**src/rtl/lvl_states_manager_pkg.sv**
```systemverilog
// Shared definitions for the level-states manager: FSM encodings, the
// layout of one level-states BRAM word and the deepest usable level.
// Optional feature macro: LSM_CLEAR_ON_ROLLBACK_EN (see lvl_states_manager.sv).
package lvl_states_manager_pkg;

   // FSM state encodings
   localparam logic [1:0] ST_IDLE  = 2'd0;
   localparam logic [1:0] ST_PUSH  = 2'd1;
   localparam logic [1:0] ST_CLEAR = 2'd2;
   localparam logic [1:0] ST_DONE  = 2'd3;

   // Level-states word: has_bkt flag at bit 0, bin id in the bits above it
   localparam int unsigned LS_HAS_BKT_BIT = 0;
   localparam int unsigned LS_BIN_LSB     = 1;

   // Level L lives at BRAM address L, so the top address is the deepest level
   function automatic int unsigned calc_max_lvl(input int unsigned addr_w);
      return (32'd1 << addr_w) - 32'd1;
   endfunction

endpackage

```
**src/rtl/lvl_clear_walker.sv**
```systemverilog
// Descending address counter used to sweep level-states entries during a
// rollback clear.
// Ports:
//   clk, rst     clock, asynchronous active-low reset
//   start        load first_addr and count
//   step         move to the next lower address, consuming one count
//   first_addr   address presented after start
//   count        number of steps still available after start
//   addr         current address (registered)
//   done_c       no steps left (combinational)
module lvl_clear_walker
   import lvl_states_manager_pkg::*;
#(
   parameter int unsigned ADDR_W = 9,
   parameter int unsigned CNT_W  = 16
) (
   input  logic              clk,
   input  logic              rst,
   input  logic              start,
   input  logic              step,
   input  logic [ADDR_W-1:0] first_addr,
   input  logic [CNT_W-1:0]  count,
   output logic [ADDR_W-1:0] addr,
   output logic              done_c
);

   logic [CNT_W-1:0] rem_q;

   // Address and remaining-count registers
   always_ff @(posedge clk or negedge rst) begin
      if (!rst) begin
         addr  <= '0;
         rem_q <= '0;
      end else if (start) begin
         addr  <= first_addr;
         rem_q <= count;
      end else if (step) begin
         addr  <= addr - ADDR_W'(1);
         rem_q <= rem_q - CNT_W'(1);
      end
   end

   assign done_c = (rem_q == '0);

endmodule

```
**src/rtl/lvl_states_manager.sv**
```systemverilog
// Write side of the level-states BRAM: records a {bin, has_bkt} word for each
// new decision level and rewinds the decision level on rollback.
// Build option: LSM_CLEAR_ON_ROLLBACK_EN defined -> rollback zeroes every
// entry above the target level (CLEAR state); undefined -> lazy rollback,
// stale entries are simply overwritten by later pushes.
// Ports:
//   clk, rst                      clock, asynchronous active-low reset
//   start_push, push_bin_i        one-cycle push request and deciding bin
//   start_rollback, bkt_lvl_i     one-cycle rollback request and target level
//   apply_o                       block owns the BRAM write port
//   done_o                        one-cycle completion pulse
//   cur_lvl_o                     current decision level (0 = none)
//   overflow_o                    sticky, push attempted at the deepest level
//   ram_we_ls_o/waddr/wdata       BRAM write port
module lvl_states_manager
   import lvl_states_manager_pkg::*;
#(
   parameter int unsigned WIDTH_LVL             = 16,
   parameter int unsigned WIDTH_BIN_ID          = 10,
   parameter int unsigned WIDTH_LVL_STATES      = 11,
   parameter int unsigned ADDR_WIDTH_LVL_STATES = 9
) (
   input  logic                             clk,
   input  logic                             rst,
   input  logic                             start_push,
   input  logic [WIDTH_BIN_ID-1:0]          push_bin_i,
   input  logic                             start_rollback,
   input  logic [WIDTH_LVL-1:0]             bkt_lvl_i,
   output logic                             apply_o,
   output logic                             done_o,
   output logic [WIDTH_LVL-1:0]             cur_lvl_o,
   output logic                             overflow_o,
   output logic                             ram_we_ls_o,
   output logic [ADDR_WIDTH_LVL_STATES-1:0] ram_waddr_ls_o,
   output logic [WIDTH_LVL_STATES-1:0]      ram_wdata_ls_o
);

   localparam logic [WIDTH_LVL-1:0] MAX_LVL =
      WIDTH_LVL'(calc_max_lvl(ADDR_WIDTH_LVL_STATES));

   logic [1:0]                       state_q, state_nxt;
   logic [WIDTH_LVL-1:0]             cur_lvl_nxt;
   logic                             ovf_nxt;
   logic                             we_nxt;
   logic [ADDR_WIDTH_LVL_STATES-1:0] waddr_nxt;
   logic [WIDTH_LVL_STATES-1:0]      wdata_nxt;
   logic                             roll_n_zero_c;
   logic [WIDTH_LVL-1:0]             roll_lvl_c;

   // Nothing to unwind when the target is at or above the current level
   assign roll_n_zero_c = (bkt_lvl_i >= cur_lvl_o);
   assign roll_lvl_c    = roll_n_zero_c ? cur_lvl_o : bkt_lvl_i;

`ifdef LSM_CLEAR_ON_ROLLBACK_EN
   logic [WIDTH_LVL-1:0]             bkt_q;
   logic                             walk_start, walk_step, walk_done_c;
   logic [ADDR_WIDTH_LVL_STATES-1:0] walk_addr;
   logic [ADDR_WIDTH_LVL_STATES-1:0] walk_first_c;
   logic [WIDTH_LVL-1:0]             walk_count_c;

   // The FSM issues the first clear (address cur_lvl) itself on the start
   // cycle; the walker is loaded with the remaining N-1 addresses below it.
   assign walk_first_c = ADDR_WIDTH_LVL_STATES'(cur_lvl_o - WIDTH_LVL'(1));
   assign walk_count_c = cur_lvl_o - bkt_lvl_i - WIDTH_LVL'(1);

   lvl_clear_walker #(
      .ADDR_W (ADDR_WIDTH_LVL_STATES),
      .CNT_W  (WIDTH_LVL)
   ) u_clear_walker (
      .clk        (clk),
      .rst        (rst),
      .start      (walk_start),
      .step       (walk_step),
      .first_addr (walk_first_c),
      .count      (walk_count_c),
      .addr       (walk_addr),
      .done_c     (walk_done_c)
   );
`endif

   // State register
   always_ff @(posedge clk or negedge rst) begin
      if (!rst) begin
         state_q <= ST_IDLE;
      end else begin
         state_q <= state_nxt;
      end
   end

   // Next state and next values of the registered outputs
   always_comb begin
      state_nxt   = state_q;
      cur_lvl_nxt = cur_lvl_o;
      ovf_nxt     = overflow_o;
      we_nxt      = 1'b0;
      waddr_nxt   = '0;
      wdata_nxt   = '0;
`ifdef LSM_CLEAR_ON_ROLLBACK_EN
      walk_start  = 1'b0;
      walk_step   = 1'b0;
`endif
      case (state_q)
         ST_IDLE: begin
            // Rollback has priority over a simultaneous push
            if (start_rollback) begin
               state_nxt   = ST_DONE;
               cur_lvl_nxt = roll_lvl_c;
`ifdef LSM_CLEAR_ON_ROLLBACK_EN
               if (!roll_n_zero_c) begin
                  state_nxt   = ST_CLEAR;
                  cur_lvl_nxt = cur_lvl_o;
                  walk_start  = 1'b1;
                  we_nxt      = 1'b1;
                  waddr_nxt   = ADDR_WIDTH_LVL_STATES'(cur_lvl_o);
               end
`endif
            end else if (start_push) begin
               state_nxt = ST_PUSH;
               if (cur_lvl_o == MAX_LVL) begin
                  ovf_nxt = 1'b1;
               end else begin
                  cur_lvl_nxt = cur_lvl_o + WIDTH_LVL'(1);
                  we_nxt      = 1'b1;
                  waddr_nxt   = ADDR_WIDTH_LVL_STATES'(cur_lvl_o + WIDTH_LVL'(1));
                  wdata_nxt[WIDTH_LVL_STATES-1:LS_BIN_LSB] = push_bin_i;
                  wdata_nxt[LS_HAS_BKT_BIT]                = 1'b0;
               end
            end
         end
         ST_PUSH: begin
            state_nxt = ST_DONE;
         end
`ifdef LSM_CLEAR_ON_ROLLBACK_EN
         ST_CLEAR: begin
            if (walk_done_c) begin
               state_nxt   = ST_DONE;
               cur_lvl_nxt = bkt_q;
            end else begin
               walk_step = 1'b1;
               we_nxt    = 1'b1;
               waddr_nxt = walk_addr;
            end
         end
`endif
         ST_DONE: begin
            state_nxt = ST_IDLE;
         end
         default: begin
            state_nxt = ST_IDLE;
         end
      endcase
   end

   // Registered outputs
   always_ff @(posedge clk or negedge rst) begin
      if (!rst) begin
         apply_o        <= 1'b0;
         done_o         <= 1'b0;
         cur_lvl_o      <= '0;
         overflow_o     <= 1'b0;
         ram_we_ls_o    <= 1'b0;
         ram_waddr_ls_o <= '0;
         ram_wdata_ls_o <= '0;
      end else begin
         apply_o        <= (state_nxt != ST_IDLE);
         done_o         <= (state_nxt == ST_DONE);
         cur_lvl_o      <= cur_lvl_nxt;
         overflow_o     <= ovf_nxt;
         ram_we_ls_o    <= we_nxt;
         ram_waddr_ls_o <= waddr_nxt;
         ram_wdata_ls_o <= wdata_nxt;
      end
   end

`ifdef LSM_CLEAR_ON_ROLLBACK_EN
   // Rollback target, held for the end of the clear sweep
   always_ff @(posedge clk or negedge rst) begin
      if (!rst) begin
         bkt_q <= '0;
      end else if (walk_start) begin
         bkt_q <= bkt_lvl_i;
      end
   end
`endif

endmodule

```
**config.mk**
```make
export PLATFORM = sky130hd
export DESIGN_NAME = lvl_states_manager
export DESIGN_NICKNAME = d
export VERILOG_FILES = /design/src/rtl/lvl_states_manager_pkg.sv /design/src/rtl/lvl_clear_walker.sv /design/src/rtl/lvl_states_manager.sv
export SDC_FILE = /design/constraint.sdc
export NUM_CORES = 1
export LEC_CHECK = 0
export CAP_MARGIN = 20
export CORE_MARGIN = 2
export CORE_UTILIZATION = 47
export DETAILED_ROUTE_END_ITERATION = 12
export PLACE_DENSITY = 0.89
export SKIP_LAST_GASP = 1
export SYNTH_ARGS = -nofsm -noshare
export SYNTH_HDL_FRONTEND = slang
export SYNTH_SLANG_ARGS = --single-unit
```
**constraint.sdc**
```tcl
create_clock -name clk -period 2.95 [get_ports clk]
set_input_delay 0.59 -clock clk [delete_from_list [all_inputs] [get_ports clk]]
set_output_delay 0.59 -clock clk [all_outputs]
set_load 0.01 [all_outputs]
```
==> impl_metrics.csv, run 1 <==
group,metric,value,unit
status,run_status,"finished clean",
critical_path,crit_fanout,4,
critical_path,cp-endpoint,"cur_lvl_o[1]",
layout,design.final.nets,348,
drt,met2_wirelength,2690,microns
clocking,buffers_inserted_by_post_cts_timing_repair,0,
synthesis,post_synthesis_mean_instance_area,9.95,sq um
clocking,ctsHoldBuffers,0,
synthesis,post_synth_instance_area,2300,sq um
power_and_ir_drop,ir_worst_vdd,0.000442,V
clocking,clk_path_buf_depth,2,
critical_path,criticalPathCategory,"in2reg",
sta,hold_viol,0,
placement,place.gp.congestion,0.861,
drt,top_signal_layer_used,"met4",
sta,fin_worst_skew,4.86,ps
die,dieWidth,73.9,microns
drt,detail-route-antenna-nets,0,
clocking,cts_tree,"yes",
grt,overflow,0,
clocking,clock-sinks,41,
layout,diodes,0,
clocking,cts.reportedPaths.clkPinSlew,80,ps
clocking,root_buffer,"sky130_fd_sc_hd__clkbuf_8",
synthesis,synth.ff_latch_count,41,
synthesis,syn_inst,231,
critical_path,regToRegStartpoint,"cur_lvl_o[0]",
drt,wl_met1,2330,microns
synthesis,synth_top_flop_cell,"sky130_fd_sc_hd__dfrtp_1",
synthesis,synth_cell_types,50,
die,initial_utilization,48.7,%
sta,tightestPinTransition,890,ps
drt,drc_errors,0,
synthesis,synth.yosys.seq_area_share,44.6,%
sta,timing.final.crit_share,87.6,%
clocking,clock_latency,290,ps
placement,dp.cells,361,
clocking,cts_htree_levels,2,
critical_path,start_kind,"input pin",
grt,antenna_violations_before_repair,0,
critical_path,worstPathRequired,3120,ps
critical_path,reg2reg_to,"cur_lvl_o[1]",
critical_path,timing_startpoint_of_the_critical_path,"bkt_lvl_i[7]",
die,placementRows,25,
critical_path,critPathCaptureType,"flop",
drt,drt_pass1_iterations,4,
synthesis,number_of_flops_mapped_to_enable_cells_by_yosys,0,
synthesis,synth_top_area_share,44.6,%
critical_path,r2r_cells,8,
clocking,post_cts_resize_count,0,
grt,global_route_wire_length_before_repair,9220,microns
sta,setup_violators_final,0,
worst_hold_path,worst_hold_path_type,"in2async",
drt,wl_met3,421,microns
critical_path,r2r_setup_slack,490,ps
die,fp.dieH,73.9,microns
synthesis,yosys.area.top_type,"sky130_fd_sc_hd__dfrtp_1",
sta,slew_violations,0,
synthesis,synth.area.top_cells,"sky130_fd_sc_hd__dfrtp_1 45%, sky130_fd_sc_hd__ha_1 9.3%, sky130_fd_sc_hd__and2_1 3.3%",
drt,vias,1999,
sta,achievable-frequency,387,MHz
sta,fin_crit,2580,ps
placement,dpl.hpwl,4050,microns
drt,dr.first_iter.drc_count,175,
layout,share_of_layout_cells_above_drive_strength_1,9.00,%
power_and_ir_drop,total_power_density_per_cell_area,760,nW/um^2
grt,first_global_vias,1923,
placement,port_buffers,68,
layout,stdcell_count,367,
job,drv_cap,0,
die,ios,70,
sta,grt_setup_unrepaired,"false",
sta,setup_total_negative_slack,0,ps
sta,slew_headroom,40.7,%
synthesis,synth.net_count,278,
die,fp.coreArea,4720,sq um
grt,track_usage,21.7,%
critical_path,cp.arrival,2760,ps
grt,pin_count_of_the_biggest_net_entering_global_routing,42,
power_and_ir_drop,lkg_pwr,1.36,nW
synthesis,share_of_async_settable_or_async_resettable_flops_after_synthesis,100,%
drt,vias_per_cell,5.45,
drt,detail_route.wirelength,5490,microns
layout,synthToLayoutAreaGrowth,35.5,%
clocking,tritoncts.num_buffers,5,
die,die_area,5470,sq um
drt,routed_wire_length_per_instance,15.0,microns
synthesis,synth.yosys.warnings,0,
[critical path, stage by stage]
cell                              delay (ps)
sky130_fd_sc_hd__clkdlybuf4s50_1         460
sky130_fd_sc_hd__ha_1                    330
sky130_fd_sc_hd__nand2_1                  70
sky130_fd_sc_hd__o21ai_0                 200
sky130_fd_sc_hd__a41oi_1                  80
sky130_fd_sc_hd__o41ai_2                 410
sky130_fd_sc_hd__and2_1                  330
sky130_fd_sc_hd__buf_4                   200
sky130_fd_sc_hd__o21ai_0                  90
[layer usage]
layer	up-vias	GRT usage [%]
met5	-	0
met3	7	4.88
met1	945	28.7
li1	952	-
met2	95	36.3
met4	0	5.25
[sequential cells by signal, indices dropped and copies added (netlist names)]
name            count
ram_we_ls_o         1
done_o              1
overflow_o          1
ram_waddr_ls_o      9
ram_wdata_ls_o     10
cur_lvl_o          16
apply_o             1
state_q             2
[layout make-up]
class	instances	area, sq um
inverter	18	70.1
timing repair buffer	75	728
clock buffer	5	68.8
sequential	41	1030
multi-input combinational	160	1130
clock inverter	1	5.00
fill	369	1610
tap	67	83.8
[placed cells by master (no fill, tap or decap), types with 8 or more instances in the layout]
cell type	netlist	layout
sky130_fd_sc_hd__clkdlybuf4s50_1	0	67
sky130_fd_sc_hd__dfrtp_1	41	41
sky130_fd_sc_hd__nor2_1	19	19
sky130_fd_sc_hd__inv_1	17	17
sky130_fd_sc_hd__ha_1	17	17
sky130_fd_sc_hd__nand2_1	16	16
sky130_fd_sc_hd__and2_1	12	12
sky130_fd_sc_hd__a21oi_1	11	11
sky130_fd_sc_hd__nand3_1	8	8
[cell usage after synthesis (3+ instances only)]
cell type / n
sky130_fd_sc_hd__nand3_1: 8
sky130_fd_sc_hd__a31oi_1: 6
sky130_fd_sc_hd__and2_1: 12
sky130_fd_sc_hd__nor3_1: 7
sky130_fd_sc_hd__nor2b_1: 3
sky130_fd_sc_hd__a21oi_1: 11
sky130_fd_sc_hd__nand2_1: 16
sky130_fd_sc_hd__dfrtp_1: 41
sky130_fd_sc_hd__o21ai_0: 5
sky130_fd_sc_hd__ha_1: 17
sky130_fd_sc_hd__o21ai_1: 4
sky130_fd_sc_hd__buf_6: 3
sky130_fd_sc_hd__a211oi_1: 3
sky130_fd_sc_hd__a21oi_2: 3
sky130_fd_sc_hd__inv_1: 17
sky130_fd_sc_hd__xnor2_1: 7
sky130_fd_sc_hd__and3_1: 3
sky130_fd_sc_hd__nor2_1: 19
sky130_fd_sc_hd__buf_2: 5
sky130_fd_sc_hd__mux2i_1: 3
[worst min-delay path by stage]
stage	from	endpoint	slack, ps
after floorplan	rst	apply_o	290
after global routing	overflow_o	overflow_o	500
after CTS	rst	ram_waddr_ls_o[6]	450
final	rst	ram_waddr_ls_o[6]	420
after detailed placement	overflow_o	overflow_o	470
after global placement	overflow_o	overflow_o	470
[stage by stage]
| step | total power, mW | hold WS (ps) | worst slack [ps] | util, % | area (sq um) |
|---|---|---|---|---|---|
| 2_1_floorplan | 1.53 | 294 | 676 | - | 2300 |
| 3_3_place_gp | 1.98 | 471 | 126 | 64.4 | 3040 |
| 3_5_place_dp | 2.02 | 465 | 86.9 | 64.4 | 3040 |
| 4_1_cts | 2.37 | 451 | 402 | 65.9 | 3110 |
| 5_1_grt | 2.54 | 500 | 204 | 65.9 | 3110 |
| 6_report | 2.37 | 420 | 367 | 65.9 | 3110 |
[where the power goes]
part,switching (mW),internal [mW],total [mW]
clock network,0.184,0.156,0.339
registers,0.189,0.711,0.901
logic,0.552,0.575,1.13
[logic make-up (layout without fill, tap and decap cells)]
family          after synthesis  count (layout)  share of synthesized area, %
xor+xnor                      7               7                          2.67
flops                        41              41                          44.6
other cells                   1               1                         0.163
fa+ha+maj                    17              17                          9.25
simple gates                 80              80                          18.8
mux                           4               4                          1.80
buf+inv                      30              99                          6.42
compound gates               51              51                          16.3
Note: power is estimated with default switching activity, not from simulation.
==> run 2: changes to the inputs <==
--- a/config.mk
+++ b/config.mk
@@ -9,6 +9,7 @@
 export CORE_MARGIN = 2
 export CORE_UTILIZATION = 47
 export DETAILED_ROUTE_END_ITERATION = 12
+export GPL_ROUTABILITY_DRIVEN = 0
 export PLACE_DENSITY = 0.89
 export SKIP_LAST_GASP = 1
 export SYNTH_ARGS = -nofsm -noshare
==> constraint.sdc (replaced) <==
create_clock -name clk -period 2.5 [get_ports clk]
set_input_delay 0.5 -clock clk [delete_from_list [all_inputs] [get_ports clk]]
set_output_delay 0.5 -clock clk [all_outputs]
set_load 0.01 [all_outputs]
==> run 2 against run 1 <==
- the run now ends with negative setup slack left
- power is 34% higher
- non-clock buffer count grew 17
- utilization up 5.2 points
- die area unchanged
- register-to-register slack worse by 400 ps
- global-route usage up 2.6 points
- via count up 9.9%
- sequential power rose by 15%
- worst setup slack worse by 400 ps
- sequential share of layout area decreased by 2.4 points
- sequential cell count unchanged
- design area increased by 7.8%
- critical endpoint is now cur_lvl_o[10]
==> impl_metrics.csv, run 2 (synthesized netlist as in run 1, its figures left out) <==
group,metric,value,unit
job,drv_cap,0,
drt,drc_errors,0,
clocking,cts_tree,"yes",
layout,count_of_filler_cells_inserted_in_the_layout,330,
sta,hold_viol,0,
sta,fin_crit,2530,ps
grt,first_global_vias,2108,
clocking,cts_htree_levels,2,
placement,port_buffers,68,
worst_hold_path,worst_hold_path_type,"in2async",
clocking,cts.reportedPaths.clkPinSlew,80,ps
sta,tightestPinTransition,886,ps
drt,detail-route-antenna-nets,0,
layout,layout.area.seq,1030,sq um
sta,timing.final.crit_share,101,%
drt,vias_per_cell,5.69,
die,fp.coreArea,4720,sq um
clocking,tritoncts.num_buffers,5,
layout,design.final.nets,365,
status,failed_checks,"negative setup slack",
layout,regMostFlops,"cur_lvl_o",
drt,drt_pass1_iterations,7,
die,die_area,5470,sq um
clocking,clk_path_buf_depth,2,
layout,share_of_layout_cells_above_drive_strength_1,17.2,%
critical_path,regToRegStartpoint,"cur_lvl_o[14]",
sta,hold_slack_final,317,ps
critical_path,crit_fanout,5,
sta,setup_total_negative_slack,-42.4,ps
sta,setup_violators_final,2,
layout,fin_util,71.1,%
die,initial_utilization,48.7,%
critical_path,timing_startpoint_of_the_critical_path,"bkt_lvl_i[15]",
layout,finalInstanceArea,3360,sq um
clocking,clock_latency,300,ps
clocking,root_buffer,"sky130_fd_sc_hd__clkbuf_8",
layout,synthToLayoutAreaGrowth,46.1,%
clocking,clock-sinks,41,
clocking,ctsHoldBuffers,0,
critical_path,cp.arrival,2740,ps
sta,achievable-frequency,395,MHz
power_and_ir_drop,lkg_pwr,1.48,nW
drt,routed_wire_length_per_instance,16.7,microns
layout,diodes,0,
grt,track_usage,24.3,%
critical_path,criticalPathCategory,"in2reg",
die,fp.dieH,73.9,microns
drt,vias,2197,
drt,dr.first_iter.drc_count,248,
critical_path,start_kind,"input pin",
grt,overflow,0,
layout,mostFrequentLayoutCells,"66 x sky130_fd_sc_hd__clkdlybuf4s50_1, 41 x sky130_fd_sc_hd__dfrtp_1, 22 x sky130_fd_sc_hd__buf_4",
power_and_ir_drop,total_power_density_per_cell_area,947,nW/um^2
die,ios,70,
power_and_ir_drop,power,3.18,mW
grt,global_route_wire_length_before_repair,9920,microns
placement,dpl.hpwl,4430,microns
layout,final_common_cell,"sky130_fd_sc_hd__clkdlybuf4s50_1",
power_and_ir_drop,ir_worst_vdd,0.000454,V
drt,detail_route.wirelength,6440,microns
critical_path,critPathCaptureType,"flop",
die,placementRows,25,
sta,fin_worst_skew,9.64,ps
die,dieWidth,73.9,microns
layout,multi_input_comb_area,1200,sq um
placement,postPlaceCellArea,3150,sq um
placement,place_ws,-399,ps
status,run_status,"complete, but fails checks",
sta,grt_setup_unrepaired,"true",
critical_path,worstPathRequired,2700,ps
sta,slew_violations,0,
layout,flip_flop_count_of_the_largest_register_all_copies_and_words_added,16,
layout,largest_registers_in_the_final_layout,"cur_lvl_o (16), ram_wdata_ls_o (10), ram_waddr_ls_o (9)",
placement,dp.cells,375,
critical_path,r2r_setup_slack,90,ps
sta,slew_headroom,40.9,%
layout,stdcell_count,386,
grt,antenna_violations_before_repair,0,
sta,fin_ws,-33.2,ps
grt,pin_count_of_the_biggest_net_entering_global_routing,42,
[run 2: cell types whose count changed in the layout (fill, tap and decap cells not counted), moves of 2 or more]
| cell | delta |
|---|---|
| sky130_fd_sc_hd__a211oi_1 | -2 |
| sky130_fd_sc_hd__a211oi_2 | +2 |
| sky130_fd_sc_hd__buf_4 | +15 |
| sky130_fd_sc_hd__ha_4 | +2 |
| sky130_fd_sc_hd__ha_1 | -2 |
[run 2: timing repair]
action                                  4_1_cts  5_1_grt
hold endpoints to repair                      0        0
endpoints found under the setup margin       10       14
gates resized for setup                       6       10
cloned                                        1        0
setup buffers                                 0        2
pin swaps                                     2        9
[run 2: report_power, final]
group	switching, mW	internal (mW)
clock	0.228	0.326
sequential	0.198	0.839
combinational	0.784	0.804
total	1.21	1.97
[run 2: worst paths after layout]
check	end	cells after the start
max reg2reg	cur_lvl_o[10]	9
min reg2reg	overflow_o	1
min in group clk	overflow_o	1
max in group asynchronous	ram_wdata_ls_o[8]	1
max	cur_lvl_o[10]	9
min	ram_waddr_ls_o[6]	1
[run 2: final cells by class]
class / instances / share of cell area, %
clock buffer: 7 / 2.57
clock inverter: 1 / 0.894
inverter: 18 / 2.09
multi-input combinational: 160 / 35.8
sequential: 41 / 30.6
tap: 67 / 2.50
timing repair buffer: 92 / 25.6
[run 2: critical path: stages]
cell                              delay (ps)
sky130_fd_sc_hd__clkdlybuf4s50_1         460
sky130_fd_sc_hd__ha_4                    190
sky130_fd_sc_hd__nor4b_2                 280
sky130_fd_sc_hd__o21ai_1                 150
sky130_fd_sc_hd__a211oi_2                270
sky130_fd_sc_hd__o41ai_4                 130
sky130_fd_sc_hd__buf_4                   180
sky130_fd_sc_hd__and2_2                  240
sky130_fd_sc_hd__a2111oi_4               340
[run 2: routing by layer]
layer  GRT usage (%)  vias to the layer above  wire length, microns
met5               0                        -                     0
met4            9.70                        0                   193
met3            6.78                       20                   547
met2            40.4                      157                  3210
met1            30.1                     1036                  2490
li1                -                      984                     -
